[src/rtl/uart_rx_pkg.sv]
// Shared constants and helpers for the UART RX path: frame bit indices,
// default widths, legal oversampling ratios and the 2-of-3 vote.
package uart_rx_pkg;

  localparam int unsigned PRESCALE_W_DEF = 6;
  localparam int unsigned FRAME_BITS_DEF = 11;
  localparam int unsigned BIT_CNT_W      = 5;

  localparam logic [BIT_CNT_W-1:0] BIT_START = 5'd0;
  localparam logic [BIT_CNT_W-1:0] BIT_D0    = 5'd1;
  localparam logic [BIT_CNT_W-1:0] BIT_D7    = 5'd8;
  localparam logic [BIT_CNT_W-1:0] BIT_PAR   = 5'd9;
  localparam logic [BIT_CNT_W-1:0] BIT_STOP  = 5'd10;

  localparam int unsigned PRESCALE_X8  = 8;
  localparam int unsigned PRESCALE_X16 = 16;
  localparam int unsigned PRESCALE_X32 = 32;

  // 2-of-3 majority of the mid-bit samples
  function automatic logic majority3(input logic [2:0] v);
    return (v[0] & v[1]) | (v[0] & v[2]) | (v[1] & v[2]);
  endfunction

  // True for the oversampling ratios the RX path is characterised for
  function automatic logic is_legal_prescale(input int unsigned p);
    return (p == PRESCALE_X8) || (p == PRESCALE_X16) || (p == PRESCALE_X32);
  endfunction

endpackage

[src/rtl/uart_rx_data_sampler_if.sv]
// Line/control inputs and sample outputs of the RX data sampler.
// master: RX FSM / line side; slave: the sampler.
interface uart_rx_data_sampler_if
  import uart_rx_pkg::*;
#(
  parameter int unsigned PRESCALE_W = PRESCALE_W_DEF
);
  logic                  RX_IN;
  logic                  smp_en;
  logic [PRESCALE_W-1:0] Prescale;
  logic [PRESCALE_W-1:0] edge_cnt;
  logic [BIT_CNT_W-1:0]  bit_cnt;
  logic                  sampled_bit;
  logic                  sample_valid;
  logic                  frame_done;

  modport master (
    output RX_IN, smp_en, Prescale,
    input  edge_cnt, bit_cnt, sampled_bit, sample_valid, frame_done
  );

  modport slave (
    input  RX_IN, smp_en, Prescale,
    output edge_cnt, bit_cnt, sampled_bit, sample_valid, frame_done
  );
endinterface

[src/rtl/uart_rx_edge_bit_counter.sv]
// Per-bit oversampling edge counter and frame bit counter.
// frame_done pulses for one cycle when the last bit of the frame wraps.
module uart_rx_edge_bit_counter
  import uart_rx_pkg::*;
#(
  parameter int unsigned PRESCALE_W = PRESCALE_W_DEF,
  parameter int unsigned FRAME_BITS = FRAME_BITS_DEF
) (
  input  logic                  clk,
  input  logic                  rst,
  input  logic                  i_smp_en,
  input  logic [PRESCALE_W-1:0] i_prescale,
  output logic [PRESCALE_W-1:0] o_edge_cnt,
  output logic [BIT_CNT_W-1:0]  o_bit_cnt,
  output logic                  o_frame_done
);

  localparam logic [BIT_CNT_W-1:0] BIT_LAST = BIT_CNT_W'(FRAME_BITS - 1);

  logic [PRESCALE_W-1:0] r_edge_cnt;
  logic [BIT_CNT_W-1:0]  r_bit_cnt;
  logic                  r_frame_done;
  logic [PRESCALE_W-1:0] w_edge_last;

  assign w_edge_last = i_prescale - PRESCALE_W'(1);

  // Edge/bit counting; clears whenever the enable is low
  always_ff @(posedge clk or posedge rst) begin
    if (rst) begin
      r_edge_cnt   <= '0;
      r_bit_cnt    <= BIT_START;
      r_frame_done <= 1'b0;
    end else if (!i_smp_en) begin
      r_edge_cnt   <= '0;
      r_bit_cnt    <= BIT_START;
      r_frame_done <= 1'b0;
    end else if (r_edge_cnt == w_edge_last) begin
      r_edge_cnt <= '0;
      if (r_bit_cnt >= BIT_LAST) begin
        r_bit_cnt    <= BIT_START;
        r_frame_done <= 1'b1;
      end else begin
        r_bit_cnt    <= r_bit_cnt + BIT_CNT_W'(1);
        r_frame_done <= 1'b0;
      end
    end else begin
      r_edge_cnt   <= r_edge_cnt + PRESCALE_W'(1);
      r_frame_done <= 1'b0;
    end
  end

  assign o_edge_cnt   = r_edge_cnt;
  assign o_bit_cnt    = r_bit_cnt;
  assign o_frame_done = r_frame_done;

endmodule

[src/rtl/uart_rx_data_sampler.sv]
// UART RX data sampler: takes three mid-bit samples of the line, votes
// them and presents sampled_bit with a one-cycle sample_valid strobe that
// is aligned with edge_cnt == Prescale/2 + 1 of the current bit.
// Build option UART_RX_SYNC_EN: adds a 2-flop synchronizer on RX_IN.
module uart_rx_data_sampler
  import uart_rx_pkg::*;
#(
  parameter int unsigned PRESCALE_W = PRESCALE_W_DEF,
  parameter int unsigned FRAME_BITS = FRAME_BITS_DEF
) (
  input  logic                   CLK,
  input  logic                   RST,
  uart_rx_data_sampler_if.slave  bus
);

  logic [PRESCALE_W-1:0] w_edge_cnt;
  logic [BIT_CNT_W-1:0]  w_bit_cnt;
  logic                  w_frame_done;
  logic                  w_line;
  logic [PRESCALE_W-1:0] w_half;
  logic [PRESCALE_W-1:0] w_sp0;
  logic [PRESCALE_W-1:0] w_sp1;
  logic [PRESCALE_W-1:0] w_sp2;
  logic [2:0]            w_vote_nxt;
  logic [2:0]            r_vote;
  logic                  r_sampled_bit;
  logic                  r_sample_valid;

  uart_rx_edge_bit_counter #(
    .PRESCALE_W (PRESCALE_W),
    .FRAME_BITS (FRAME_BITS)
  ) u_cnt (
    .clk          (CLK),
    .rst          (RST),
    .i_smp_en     (bus.smp_en),
    .i_prescale   (bus.Prescale),
    .o_edge_cnt   (w_edge_cnt),
    .o_bit_cnt    (w_bit_cnt),
    .o_frame_done (w_frame_done)
  );

`ifdef UART_RX_SYNC_EN
  logic [1:0] r_sync;

  // Two-stage synchronizer, idles high like the line
  always_ff @(posedge CLK or posedge RST) begin
    if (RST) r_sync <= 2'b11;
    else     r_sync <= {r_sync[0], bus.RX_IN};
  end

  assign w_line = r_sync[1];
`else
  assign w_line = bus.RX_IN;
`endif

  // Sample points H-2, H-1, H around the bit centre
  assign w_half = bus.Prescale >> 1;
  assign w_sp0  = w_half - PRESCALE_W'(2);
  assign w_sp1  = w_half - PRESCALE_W'(1);
  assign w_sp2  = w_half;

  // Vote register contents after this edge (captures only while enabled)
  always_comb begin
    w_vote_nxt = r_vote;
    if (bus.smp_en) begin
      if (w_edge_cnt == w_sp0) w_vote_nxt[0] = w_line;
      if (w_edge_cnt == w_sp1) w_vote_nxt[1] = w_line;
      if (w_edge_cnt == w_sp2) w_vote_nxt[2] = w_line;
    end
  end

  // Vote registers and the strobe; the strobe lands on edge_cnt == H+1
  // and is withheld if the enable drops on the third-capture cycle.
  always_ff @(posedge CLK or posedge RST) begin
    if (RST) begin
      r_vote         <= 3'b111;
      r_sampled_bit  <= 1'b1;
      r_sample_valid <= 1'b0;
    end else begin
      r_vote <= w_vote_nxt;
      if (bus.smp_en && (w_edge_cnt == w_sp2)) begin
        r_sampled_bit  <= majority3(w_vote_nxt);
        r_sample_valid <= 1'b1;
      end else begin
        r_sample_valid <= 1'b0;
      end
    end
  end

  assign bus.edge_cnt     = w_edge_cnt;
  assign bus.bit_cnt      = w_bit_cnt;
  assign bus.frame_done   = w_frame_done;
  assign bus.sampled_bit  = r_sampled_bit;
  assign bus.sample_valid = r_sample_valid;

endmodule

[src/flat_wrapper.sv]
// flat-port wrapper written by rule: the top's interface ports become plain ports
module uart_rx_data_sampler_flat import uart_rx_pkg::*;
#(
  parameter int unsigned PRESCALE_W = PRESCALE_W_DEF,
  parameter int unsigned FRAME_BITS = FRAME_BITS_DEF
)
  (CLK, RST, bus_RX_IN, bus_smp_en, bus_Prescale, bus_edge_cnt, bus_bit_cnt, bus_sampled_bit, bus_sample_valid, bus_frame_done);
  uart_rx_data_sampler_if #(.PRESCALE_W(PRESCALE_W)) bus_i ();
  input  logic CLK;
  input  logic RST;
  input wire logic [$bits(bus_i.RX_IN)-1:0] bus_RX_IN;
  input wire logic [$bits(bus_i.smp_en)-1:0] bus_smp_en;
  input wire logic [$bits(bus_i.Prescale)-1:0] bus_Prescale;
  output wire logic [$bits(bus_i.edge_cnt)-1:0] bus_edge_cnt;
  output wire logic [$bits(bus_i.bit_cnt)-1:0] bus_bit_cnt;
  output wire logic [$bits(bus_i.sampled_bit)-1:0] bus_sampled_bit;
  output wire logic [$bits(bus_i.sample_valid)-1:0] bus_sample_valid;
  output wire logic [$bits(bus_i.frame_done)-1:0] bus_frame_done;
  assign bus_i.RX_IN = bus_RX_IN;
  assign bus_i.smp_en = bus_smp_en;
  assign bus_i.Prescale = bus_Prescale;
  assign bus_edge_cnt = bus_i.edge_cnt;
  assign bus_bit_cnt = bus_i.bit_cnt;
  assign bus_sampled_bit = bus_i.sampled_bit;
  assign bus_sample_valid = bus_i.sample_valid;
  assign bus_frame_done = bus_i.frame_done;
  uart_rx_data_sampler #(.PRESCALE_W(PRESCALE_W), .FRAME_BITS(FRAME_BITS)) u_core (.CLK(CLK), .RST(RST), .bus(bus_i));
endmodule
[config.mk]
export PLATFORM = sky130hd
export DESIGN_NAME = uart_rx_data_sampler_flat
export DESIGN_NICKNAME = d
export VERILOG_FILES = /design/src/rtl/uart_rx_pkg.sv /design/src/rtl/uart_rx_data_sampler_if.sv /design/src/rtl/uart_rx_edge_bit_counter.sv /design/src/rtl/uart_rx_data_sampler.sv /design/src/flat_wrapper.sv
export SDC_FILE = /design/constraint.sdc
export NUM_CORES = 1
export LEC_CHECK = 0
export CAP_MARGIN = 15
export CORE_MARGIN = 5
export CORE_UTILIZATION = 30
export CTS_BUF_LIST = sky130_fd_sc_hd__clkbuf_4 sky130_fd_sc_hd__clkbuf_8
export DETAILED_ROUTE_END_ITERATION = 16
export SLEW_MARGIN = 10
export SYNTH_ARGS = -nofsm -noshare
export SYNTH_HDL_FRONTEND = slang
export SYNTH_HIERARCHICAL = 1
export SYNTH_SLANG_ARGS = --single-unit
[constraint.sdc]
create_clock -name CLK -period 3.28 [get_ports CLK]
set_input_delay 0.492 -clock CLK [delete_from_list [all_inputs] [get_ports CLK]]
set_output_delay 0.492 -clock CLK [all_outputs]
set_load 0.02 [all_outputs]
==> impl_metrics.ini <==
[status]
status = completed

[clock_tree]
cts_buffer_depth = 2
post_cts_resized = 0
cts_tree = built
htreeDepth = 1
hold_buffers = 0
cts-root-buf = clkbuf_8
clkLatencyLatePin_ns = 0.25
cts-buffers-inserted = 3
post_cts_buffers = 0
clkTransAtPathRegs_ns = 0.06
cts_sinks = 16

[place]
io_buffers = 23
hpwl_um = 2260
place_area_mm2 = 0.00154
place_ws_ns = 0.411
gp_congestion = 0.746

[yosys]
syn_nets = 151
yosysUniqueCellTypes = 48
synth_area_leaders = dfrtp_1 (26%), xnor2_1 (7.6%), ha_1 (6.9%), xor2_1 (6.9%), dfstp_2 (6.2%)
synth_common_cells = dfrtp_1 (13), inv_1 (11), xnor2_1 (11), nor2_1 (10), xor2_1 (10)
seq_area_frac_synth_pct = 31.9
synth_top_area_cell = dfrtp_1
ys.flop_type = dfrtp_1
async_flop_share_pct = 100
synth_top_area_share_pct = 25.7
yosys_warnings = 6
netlist_instances = 134
syn_area_mm2 = 0.00127
synth_most_common_cell = dfrtp_1
synth.avg_cell_area_um2 = 9.45
ys_seq_elements = 16
synth_edf_count = 0

[global_routing]
globalRoute.totalOverflow = 0
grt_pass1_wl_um = 4940
grt_max_degree = 15
grt_use_total_pct = 11.3
antenna_found_initial = 0
grt_pass1_vias = 1133

[final_layout]
area_growth_pct = 26.3
drive_gt1_share_pct = 11.3
finish.net_count = 177
final_util_pct = 39.4
finalInstanceArea_mm2 = 0.00160
n_antenna_cell = 0

[floorplan]
die_w_um = 75.0
core_mm2 = 0.00406
pin_count = 24
row_count = 23
die-height_um = 75.0
initial_core_util_pct = 31.2
die_area_mm2 = 0.00562

[detailed_routing]
num_vias = 1086
wl_um = 2970
drcViolationCount = 0
ant_nets = 0
drtIter0Drc = 70
wl_per_cell_um = 14.2
vias_per_cell = 5.20
dr.pass1.iters = 4

[timing]
hold_viol_final = 0
worst_slew_pin_slew_ns = 0.513
rsz0062_at_grt = false
fin_ws_ns = 0.669
max_freq_mhz = 383
hold_ws_ns = 0.466
setup_viol = 0
slew_headroom_pct = 65.5
fin_crit_sh_pct = 79.6
fin_crit_ns = 2.61
finClkSkew_ns = 0.000814
final.setup.tns_ns = 0
drv_slew = 0

[min_path]
hp-class = input pin to asynchronous set/reset pin

[pwr]
p_leak_nw = 0.685
ir_drop_mv = 0.220
p_per_area_mw_per_mm2 = 349

[worst_setup_path]
cp-end-kind = flop
path_max_fanout = 10
critPathArrivalTime_ns = 2.78
worstPathRequired_ns = 3.45
critical_path_class = input pin to flop
setup.worst_path.start_class = input pin

[run]
maxCapViolCount = 0
==> registers in the layout, indices dropped and copies added, names as in the netlist <==
signal / cells
u_core/r_vote: 2
u_core/u_cnt/o_bit_cnt: 5
u_core/bus.sampled_bit: 1
u_core/bus.sample_valid: 1
u_core/u_cnt/o_edge_cnt: 6
u_core/u_cnt/o_frame_done: 1
==> area by class of cell <==
type / count / area [µm²]
well taps: 50 / 62.6
inverters: 12 / 45.0
repair buffers: 24 / 238
flip-flops and latches: 16 / 404
multi-input cells: 103 / 795
clock buffers: 4 / 55.1
fillers: 405 / 2460
==> stage by stage <==
step,power (mW),std cells
final,0.558,209
after detailed placement,0.389,205
after global routing,0.590,209
after CTS,0.564,209
after floorplan,0.334,134
after global placement,0.383,205
==> layout by cell type (no fill, tap or decap), types with 2 or more instances in the layout <==
cell,n
nor2_1,10
inv_1,11
xor2_1,10
dfstp_2,3
and3_2,2
or3_1,2
o21ai_0,3
nand2_1,9
ha_1,7
mux2_1,3
dfrtp_1,13
nand3_1,6
xnor2_1,11
nand2b_1,3
clkbuf_8,4
clkdlybuf4s50_1,23
mux2i_1,3
a21oi_1,3
nand3b_1,3
a211oi_1,2
==> cells by family after synthesis <==
| group | Yosys count | synth area share (%) |
|---|---|---|
| flops | 16 | 31.9 |
| compound gates | 19 | 11.8 |
| fa+ha+maj | 8 | 7.71 |
| buf+inv | 15 | 5.34 |
| simple gates | 48 | 22.4 |
| xor+xnor | 22 | 15.8 |
| mux | 6 | 5.04 |
==> path summary, 6_finish.rpt <==
| kind | startpoint | end | slack (ns) | cells after the start |
|---|---|---|---|---|
| setup / recovery | bus_Prescale[2] | u_core/r_vote[1] | 0.67 | 8 |
| hold / removal | RST | u_core/bus.sample_valid | 0.47 | 2 |
| setup reg to reg | u_core/u_cnt/o_edge_cnt[2] | u_core/u_cnt/o_bit_cnt[1] | 1.23 | 5 |
| hold reg to reg | u_core/u_cnt/o_bit_cnt[2] | u_core/u_cnt/o_bit_cnt[2] | 0.59 | 2 |
| max in group asynchronous | RST | u_core/u_cnt/o_edge_cnt[1] | 2.36 | 2 |
| min in group CLK | u_core/u_cnt/o_bit_cnt[2] | u_core/u_cnt/o_bit_cnt[2] | 0.59 | 2 |
==> per-layer routing <==
| metal | routed length, µm | global-route usage (%) |
|---|---|---|
| met5 | 0 | 0 |
| met4 | 0 | 1.19 |
| met3 | 224 | 3.74 |
| met2 | 1460 | 19.7 |
| met1 | 1280 | 13.9 |
==> worst max-delay path, cell delays in order <==
cell             delay (ns)
clkdlybuf4s50_1        0.60
inv_1                  0.19
ha_1                   0.27
or3b_1                 0.39
a21oi_1                0.16
xor2_1                 0.09
a2111oi_2              0.23
mux2_1                 0.36
==> report_power, final <==
part / total (mW) / leakage, nW / internal [mW] / switching [mW]
logic: 0.140 / 0.446 / 0.0694 / 0.0708
registers: 0.244 / 0.210 / 0.224 / 0.0194
clock network: 0.174 / 0.0288 / 0.106 / 0.0677
Note: power is estimated with default switching activity, not from simulation.
==> patch: new RTL, config.mk and constraints unchanged <==
Build with the macro `UART_RX_SYNC_EN` defined.
--- a/src/rtl/uart_rx_data_sampler.sv
+++ b/src/rtl/uart_rx_data_sampler.sv
@@ -4,2 +4,4 @@
 // Build option UART_RX_SYNC_EN: adds a 2-flop synchronizer on RX_IN.
+`define UART_RX_SYNC_EN
+
 module uart_rx_data_sampler
Function: changed (Yosys sat finds a counterexample within 4 cycles, from zero or initial values and one cycle with RST high).
==> patch against the unedited design <==
Sequential cell count grew 2; utilization shrank 0.98 points; worst setup slack improved by 0.20 ns; global-route usage shrank 0.69 points; routed wire length is 0.51% lower; cell area grew 3.9%; total power up 5.2%; synthesized area increased by 4.2%; critical endpoint unchanged; largest power group unchanged; highest routed layer is now met4.
==> patch: results (changes against the unedited design) <==
[status]
status=finished clean

[critical_path]
regToRegEndpoint=u_core/r_vote[1]
crit_path_max_fanout=5  ; -5
r2r_start=u_core/u_cnt/o_edge_cnt[4]
reg2reg_depth=4  ; -1
cpPeakStageDelay_ns=0.42  ; -0.18 ns

[placed_design]
pre_cts_ws_ns=0.5899  ; +0.1792 ns
place_area_um2=1607  ; +4.1%
dp_cells=210  ; +2.4%
gp_congestion=0.7603  ; +1.9%

[layout]
buf_share=0.1476  ; -0.001080
multi_input_area_share=0.4782  ; -0.01871
seq_area_frac=0.2748  ; +0.02211

[global_route]
met3_usage=0.02600  ; -0.01138
gr-usage-met1=0.1368  ; -0.002403
grt_usage=0.1059  ; -0.006873
met2_usage=0.1678  ; -0.02948
grt_pass1_wl_um=5168  ; +4.6%
grt_pass1_vias=1079  ; -4.8%

[power_and_ir_drop]
ir_drop_uv=167.9  ; -24%
power_switching_w=0.0001599  ; +1.3%

[clock_tree]
cts_sinks=18  ; +2

[drt]
routed-wl-met3_um=141  ; -37%
vias=1062  ; -2.2%
viasPerCell=4.963  ; -4.5%
drt_iter0_drc=86  ; +23%
wl_met2_um=1361  ; -7.0%
dr.max_layer_used=met4
routed_wl_um=2951  ; -0.51%
drt-met1-wl_um=1413  ; +11%

[synth]
synth_area_leaders=dfrtp_1 (25%), dfstp_2 (10%), xnor2_1 (7.3%)
synth_nets=153  ; +1.3%
yosysSeqAreaShare=0.3463  ; +0.02713
synth_xor_area_frac=0.1518  ; -0.006300

[patch: critical path, delay by kind of cell]
kind | cells | cell delay (ns)
AO/OA/AOI/OAI | 2 | 0.43
XOR/XNOR | 1 | 0.10
adder cells (fa/ha/maj) | 1 | 0.27
buffers and inverters | 2 | 0.54
multiplexers | 1 | 0.35
AND/OR/NAND/NOR | 1 | 0.39
[patch: how the worst max path moves through the flow]
| stage | start | end | slack (ns) |
|---|---|---|---|
| 4_1_cts | bus_Prescale[2] | u_core/r_vote[1] | 0.86 |
| 2_1_floorplan | bus_Prescale[2] | u_core/r_vote[1] | 1.25 |
| 3_5_place_dp | bus_Prescale[2] | u_core/r_vote[1] | 0.59 |
| 6_report | bus_Prescale[2] | u_core/r_vote[1] | 0.87 |
| 5_1_grt | bus_Prescale[2] | u_core/r_vote[1] | 0.68 |
| 3_3_place_gp | bus_Prescale[2] | u_core/r_vote[1] | 0.63 |
